===== src/rtl/vga_frame_monitor.sv =====
`default_nettype none
// +--------------------------------------------------------------------+
// | vga_frame_monitor: measures VGA sync timing, locks onto a matching  |
// | stream and captures the colour at a probe coordinate. Rev 1.0       |
// +--------------------------------------------------------------------+
module vga_frame_monitor #(
  parameter int H_TOTAL = 800,
  parameter int V_TOTAL = 525,
  parameter int H_START = 144,
  parameter int V_START = 35
) (
  input  logic        CLK100MHZ,
  input  logic        reset_n,
  input  logic        horizSync,
  input  logic        vertSync,
  input  logic [3:0]  VGA_R,
  input  logic [3:0]  VGA_G,
  input  logic [3:0]  VGA_B,
  input  logic [9:0]  probe_x,
  input  logic [9:0]  probe_y,
  output logic        locked,
  output logic [10:0] h_total,
  output logic [10:0] v_total,
  output logic [15:0] frame_count,
  output logic        timing_err,
  output logic [11:0] probe_rgb,
  output logic        probe_valid
);
  localparam logic [10:0] H_TOT = 11'(H_TOTAL);
  localparam logic [10:0] V_TOT = 11'(V_TOTAL);
  localparam logic [10:0] H_ST  = 11'(H_START);
  localparam logic [10:0] V_ST  = 11'(V_START);
  localparam logic [11:0] WDOG  = 12'(2 * H_TOTAL);
  localparam logic [10:0] CMAX  = 11'h7FF;

  typedef enum logic [1:0] {
    SEARCH  = 2'd0,
    MEASURE = 2'd1,
    LOCKED  = 2'd2
  } state_t;

  state_t      state_q;
  logic [1:0]  div_q;
  logic        hs_q, vs_q;
  logic [11:0] rgb_q;
  logic [10:0] hcnt_q, vcnt_q;
  logic        pend_v_q, first_q, bad_q;
  logic        locked_q, timing_err_q, probe_valid_q;
  logic [10:0] h_total_q, v_total_q;
  logic [15:0] frame_count_q;
  logic [11:0] probe_rgb_q;

  logic        ce, fall_h, fall_v, boundary;
  logic [10:0] hinc, vinc, hcnt_d;
  logic        h_ok, v_ok, wdog, fail;
  logic [10:0] px, py;
  logic        probe_hit;

  assign ce       = (div_q == 2'd3);
  assign fall_h   = ce & hs_q & ~horizSync;
  assign fall_v   = ce & vs_q & ~vertSync;
  // A vsync edge on the same tick as the hsync edge still marks this line as frame start
  assign boundary = fall_h & (pend_v_q | fall_v);

  assign hinc   = (hcnt_q == CMAX) ? CMAX : hcnt_q + 11'd1;
  assign vinc   = (vcnt_q == CMAX) ? CMAX : vcnt_q + 11'd1;
  assign hcnt_d = fall_h ? 11'd0 : hinc;
  assign h_ok   = (hinc == H_TOT);
  assign v_ok   = (vinc == V_TOT);
  assign wdog   = ce & ~fall_h & (state_q != SEARCH) & ({1'b0, hinc} >= WDOG);

  assign fail = (state_q == MEASURE) ?
                  (wdog | (boundary & ~(~bad_q & h_ok & v_ok))) :
                (state_q == LOCKED) ?
                  (wdog | (fall_h & (~h_ok | (boundary & ~v_ok)))) : 1'b0;

  // Position and colour registers both describe the previous tick's sample
  assign px = hcnt_q - H_ST;
  assign py = vcnt_q - V_ST;
  assign probe_hit = (state_q == LOCKED) &&
                     (hcnt_q >= H_ST) && (px < 11'd640) && (px == {1'b0, probe_x}) &&
                     (vcnt_q >= V_ST) && (py < 11'd480) && (py == {1'b0, probe_y});

  always_ff @(posedge CLK100MHZ or negedge reset_n) begin
    if (!reset_n) begin
      state_q       <= SEARCH;
      div_q         <= '0;
      hs_q          <= 1'b0;
      vs_q          <= 1'b0;
      rgb_q         <= '0;
      hcnt_q        <= '0;
      vcnt_q        <= '0;
      pend_v_q      <= 1'b0;
      first_q       <= 1'b1;
      bad_q         <= 1'b0;
      locked_q      <= 1'b0;
      timing_err_q  <= 1'b0;
      probe_valid_q <= 1'b0;
      h_total_q     <= '0;
      v_total_q     <= '0;
      frame_count_q <= '0;
      probe_rgb_q   <= '0;
    end else begin
      div_q         <= div_q + 2'd1;
      timing_err_q  <= 1'b0;
      probe_valid_q <= 1'b0;
      if (ce) begin
        hs_q   <= horizSync;
        vs_q   <= vertSync;
        rgb_q  <= {VGA_R, VGA_G, VGA_B};
        hcnt_q <= hcnt_d;
        if (fall_h) begin
          if (first_q) first_q <= 1'b0;
          else         h_total_q <= hinc;
          if (boundary) begin
            v_total_q <= vinc;
            vcnt_q    <= '0;
            pend_v_q  <= 1'b0;
          end else begin
            vcnt_q <= vinc;
          end
        end else if (fall_v) begin
          pend_v_q <= 1'b1;
        end
        if (probe_hit) begin
          probe_rgb_q   <= rgb_q;
          probe_valid_q <= 1'b1;
        end
        if (fail) begin
          state_q      <= SEARCH;
          locked_q     <= 1'b0;
          timing_err_q <= 1'b1;
          first_q      <= 1'b1;
        end else begin
          case (state_q)
            SEARCH: if (boundary) begin
              state_q <= MEASURE;
              bad_q   <= 1'b0;
            end
            MEASURE: begin
              if (boundary) begin
                state_q  <= LOCKED;
                locked_q <= 1'b1;
              end else if (fall_h && !h_ok) begin
                bad_q <= 1'b1;
              end
            end
            LOCKED: if (boundary) frame_count_q <= frame_count_q + 16'd1;
            default: begin
              state_q  <= SEARCH;
              locked_q <= 1'b0;
            end
          endcase
        end
      end
    end
  end

  assign locked      = locked_q;
  assign h_total     = h_total_q;
  assign v_total     = v_total_q;
  assign frame_count = frame_count_q;
  assign timing_err  = timing_err_q;
  assign probe_rgb   = probe_rgb_q;
  assign probe_valid = probe_valid_q;
endmodule
`default_nettype wire


===== config.mk =====
export PLATFORM = sky130hd
export DESIGN_NAME = vga_frame_monitor
export DESIGN_NICKNAME = d
export VERILOG_FILES = /design/src/rtl/vga_frame_monitor.sv
export SDC_FILE = /design/constraint.sdc
export NUM_CORES = 1
export LEC_CHECK = 0
export CAP_MARGIN = 20
export CORE_MARGIN = 1
export CORE_UTILIZATION = 54
export DETAILED_ROUTE_END_ITERATION = 10
export GPL_TIMING_DRIVEN = 0
export HOLD_SLACK_MARGIN = 0.1
export PLACE_DENSITY_LB_ADDON = 0.25
export SYNTH_ARGS = -nofsm -noshare
export SYNTH_HDL_FRONTEND = slang
export SYNTH_SLANG_ARGS = --single-unit

===== constraint.sdc =====
create_clock -name CLK100MHZ -period 4 [get_ports CLK100MHZ]
set_clock_uncertainty 0.15 [all_clocks]
set_input_delay 1.2 -clock CLK100MHZ [delete_from_list [all_inputs] [get_ports CLK100MHZ]]
set_output_delay 1.2 -clock CLK100MHZ [all_outputs]
set_load 0.05 [all_outputs]

==> out/metrics.cfg <==
[finish]
most-common-layout-cells=dfrtp_1, clkdlybuf4s50_1, nor2_1, a21oi_1, nand2_1
nets=682
diodes=0
drive_above_1_share_pct=12.1
mostFrequentLayoutCell=dfrtp_1
syn2layout_area_growth_pct=24.2
instances_no_fill=773

[placement]
io_buffers=88
dp.cells=757
dp_hpwl_um=9620
gp_congestion=0.878

[floorplan]
die_x_um=101
placementRows=35
initial_utilization_pct=56.7
coreArea_um2=9370
pin_count=89
die_area_um2=10200
die_h_um=101

[setup_path]
worstSetupPathType=in2reg
endpoint_kind=register
required_ps=4140
start_kind=input port
critical_path_arrival_ps=3710
path_max_fanout=10

[cts]
cts_tree=built
hold_buffers=0
clkLatencyLatePin_ps=380
cts_resized=0
clkTransAtPathRegs_ps=110
cts_made_buffers=9
cts-root-buf=clkbuf_8
cts_max_path_buffers=2
post_cts_buffers=0
clock_sink_count=96
htree_num_levels=3

[global_routing]
grt_pass1_vias=4403
grt_max_degree=65
grt_antenna_before_repair=0
globalRoute.totalOverflow=0
grt_util_all_layers_pct=27.2
grt_pass1_wl_um=21400

[logic_synthesis]
synth_edf_count=0
yosysWarnings=0
ys_seq_area_share_pct=45.2
async_reset_ff_share_pct=100
yosys.cell_types.count=62
synth_flop_cell=dfrtp_1
syn_inst=539
ys_ff_latch=96
syn_area_per_cell_um2=9.86
yosysTopAreaCell=dfrtp_1
synth_fp_nets=582
ys_top_cells_by_area=dfrtp_1, xnor2_1, nor2_1
syn_area_um2=5320
synth_top_area_share_pct=44.7

[routing]
vias_per_cell=5.80
vias=4481
drt_iter0_drc=183
drc_errors=0
drtAntennaViolNets=0
wl_per_cell_um=16.8
drt_first_pass_iters=5
routed_wl_um=13000

[timing]
setup_tns_ps=0
hold_violations=0
rsz0062_at_grt=false
relSlewSlack_pct=36.6
slew_viol_final=0
fin_crit_ps=3560
worst_pin_slew_ps=943
max_freq_ghz=0.281
period_share_pct=89.1
finalSetupViolations=0

[pwr]
power.density_nw_per_um2=372
peakVddDrop_mv=0.397
power_leakage_nw=2.82

[worst_hold_path]
hp-class=reg2reg

[status]
status=finished, final reports clean

[run]
drv_cap=0

cells in the mapped netlist, drive strengths merged (2+ instances only):
cell type,instances
o22ai,5
o31ai,6
and3,3
nand3b,2
dfrtp,95
nor3,15
ha,7
o21ai,26
xnor2,32
a21o,6
a2111oi,2
a211oi,2
a31o,2
xor2,20
nand4,12
and4,2
clkbuf,20
nand2b,5
nor2,57
and2,6
nand2,34
nand3,18
a21oi,43
o22a,3
nor4,5
buf,16
nor4b,3
inv,19
mux2,28
a31oi,19
a41oi,4
or3,6
sequential cells by signal (all words and copies together) (netlist names), 2 cells and up:
signal,count
probe_rgb,12
h_total,11
frame_count,16
state_q,2
rgb_q,12
v_total,11
vcnt_q,11
div_q,2
hcnt_q,11
kinds of logic (layout without fill, tap and decap cells):
| family | after synthesis | after routing | synth area share (%) |
|---|---|---|---|
| AND/OR/NAND/NOR | 172 | 172 | 16.8 |
| AO/OA/AOI/OAI | 128 | 128 | 16.0 |
| flip-flops | 96 | 96 | 45.2 |
| buffers and inverters | 55 | 160 | 4.87 |
| XOR/XNOR | 52 | 52 | 8.57 |
| multiplexers | 29 | 29 | 6.83 |
| adder cells (fa/ha/maj) | 7 | 7 | 1.65 |
path summary, 6_finish.rpt:
check,startpoint,end,slack [ps],cells after the start
min reg2reg,div_q[0]$_DFF_PN0_,div_q[0]$_DFF_PN0_,280,1
min,div_q[0]$_DFF_PN0_,div_q[0]$_DFF_PN0_,280,1
max reg2reg,vcnt_q[1]$_DFFE_PN0P_,vcnt_q[4]$_DFFE_PN0P_,570,11
max,vertSync,frame_count[14]$_DFFE_PN0P_,440,9
max in group asynchronous,reset_n,frame_count[1]$_DFFE_PN0P_,2420,2
min in group asynchronous,reset_n,rgb_q[8]$_DFFE_PN0N_,600,1
per-layer routing:
metal	part of all wire [%]	vias up	GRT usage (%)
li1	-	2106	-
met1	46	2198	37.9
met5	0	-	0
met4	1.6	0	7.80
met3	5.4	21	4.55
met2	47	156	44.0
worst max-delay path: stages:
cell,delay [ps]
clkdlybuf4s50_1,420
inv_1,80
a31o_2,140
clkbuf_1,430
nand2_1,370
nor4_4,480
nand3_1,260
nor2_1,170
xnor2_1,150
final cells by class:
class                      count  area, um^2
buffer                        36         188
clock buffer                   9         124
clock inverter                 7        95.1
fill                         771        2770
inverter                      19        71.3
multi-input combinational    388        2650
sequential                    96        2400
tap                          129         161
timing repair buffer          89         906
where the power goes:
group	switching, mW	internal, mW
Clock	0.399	0.310
Combinational	0.402	0.246
Sequential	0.0505	1.05
stage by stage:
| step | hold slack [ps] | setup WS (ps) | power [mW] | util, % | cell area [um^2] |
|---|---|---|---|---|---|
| 3_5_place_dp | 269 | 38.3 | 1.77 | 68.1 | 6380 |
| 3_3_place_gp | 262 | -1940 | 1.75 | 67.8 | 6360 |
| 6_report | 282 | 436 | 2.46 | 70.4 | 6600 |
| 2_1_floorplan | 251 | 835 | 1.54 | - | 5320 |
| 5_1_grt | 290 | 196 | 2.57 | 70.4 | 6600 |
| 4_1_cts | 285 | 421 | 2.47 | 70.4 | 6600 |
No activity file was read; power rests on OpenSTA's default activity.
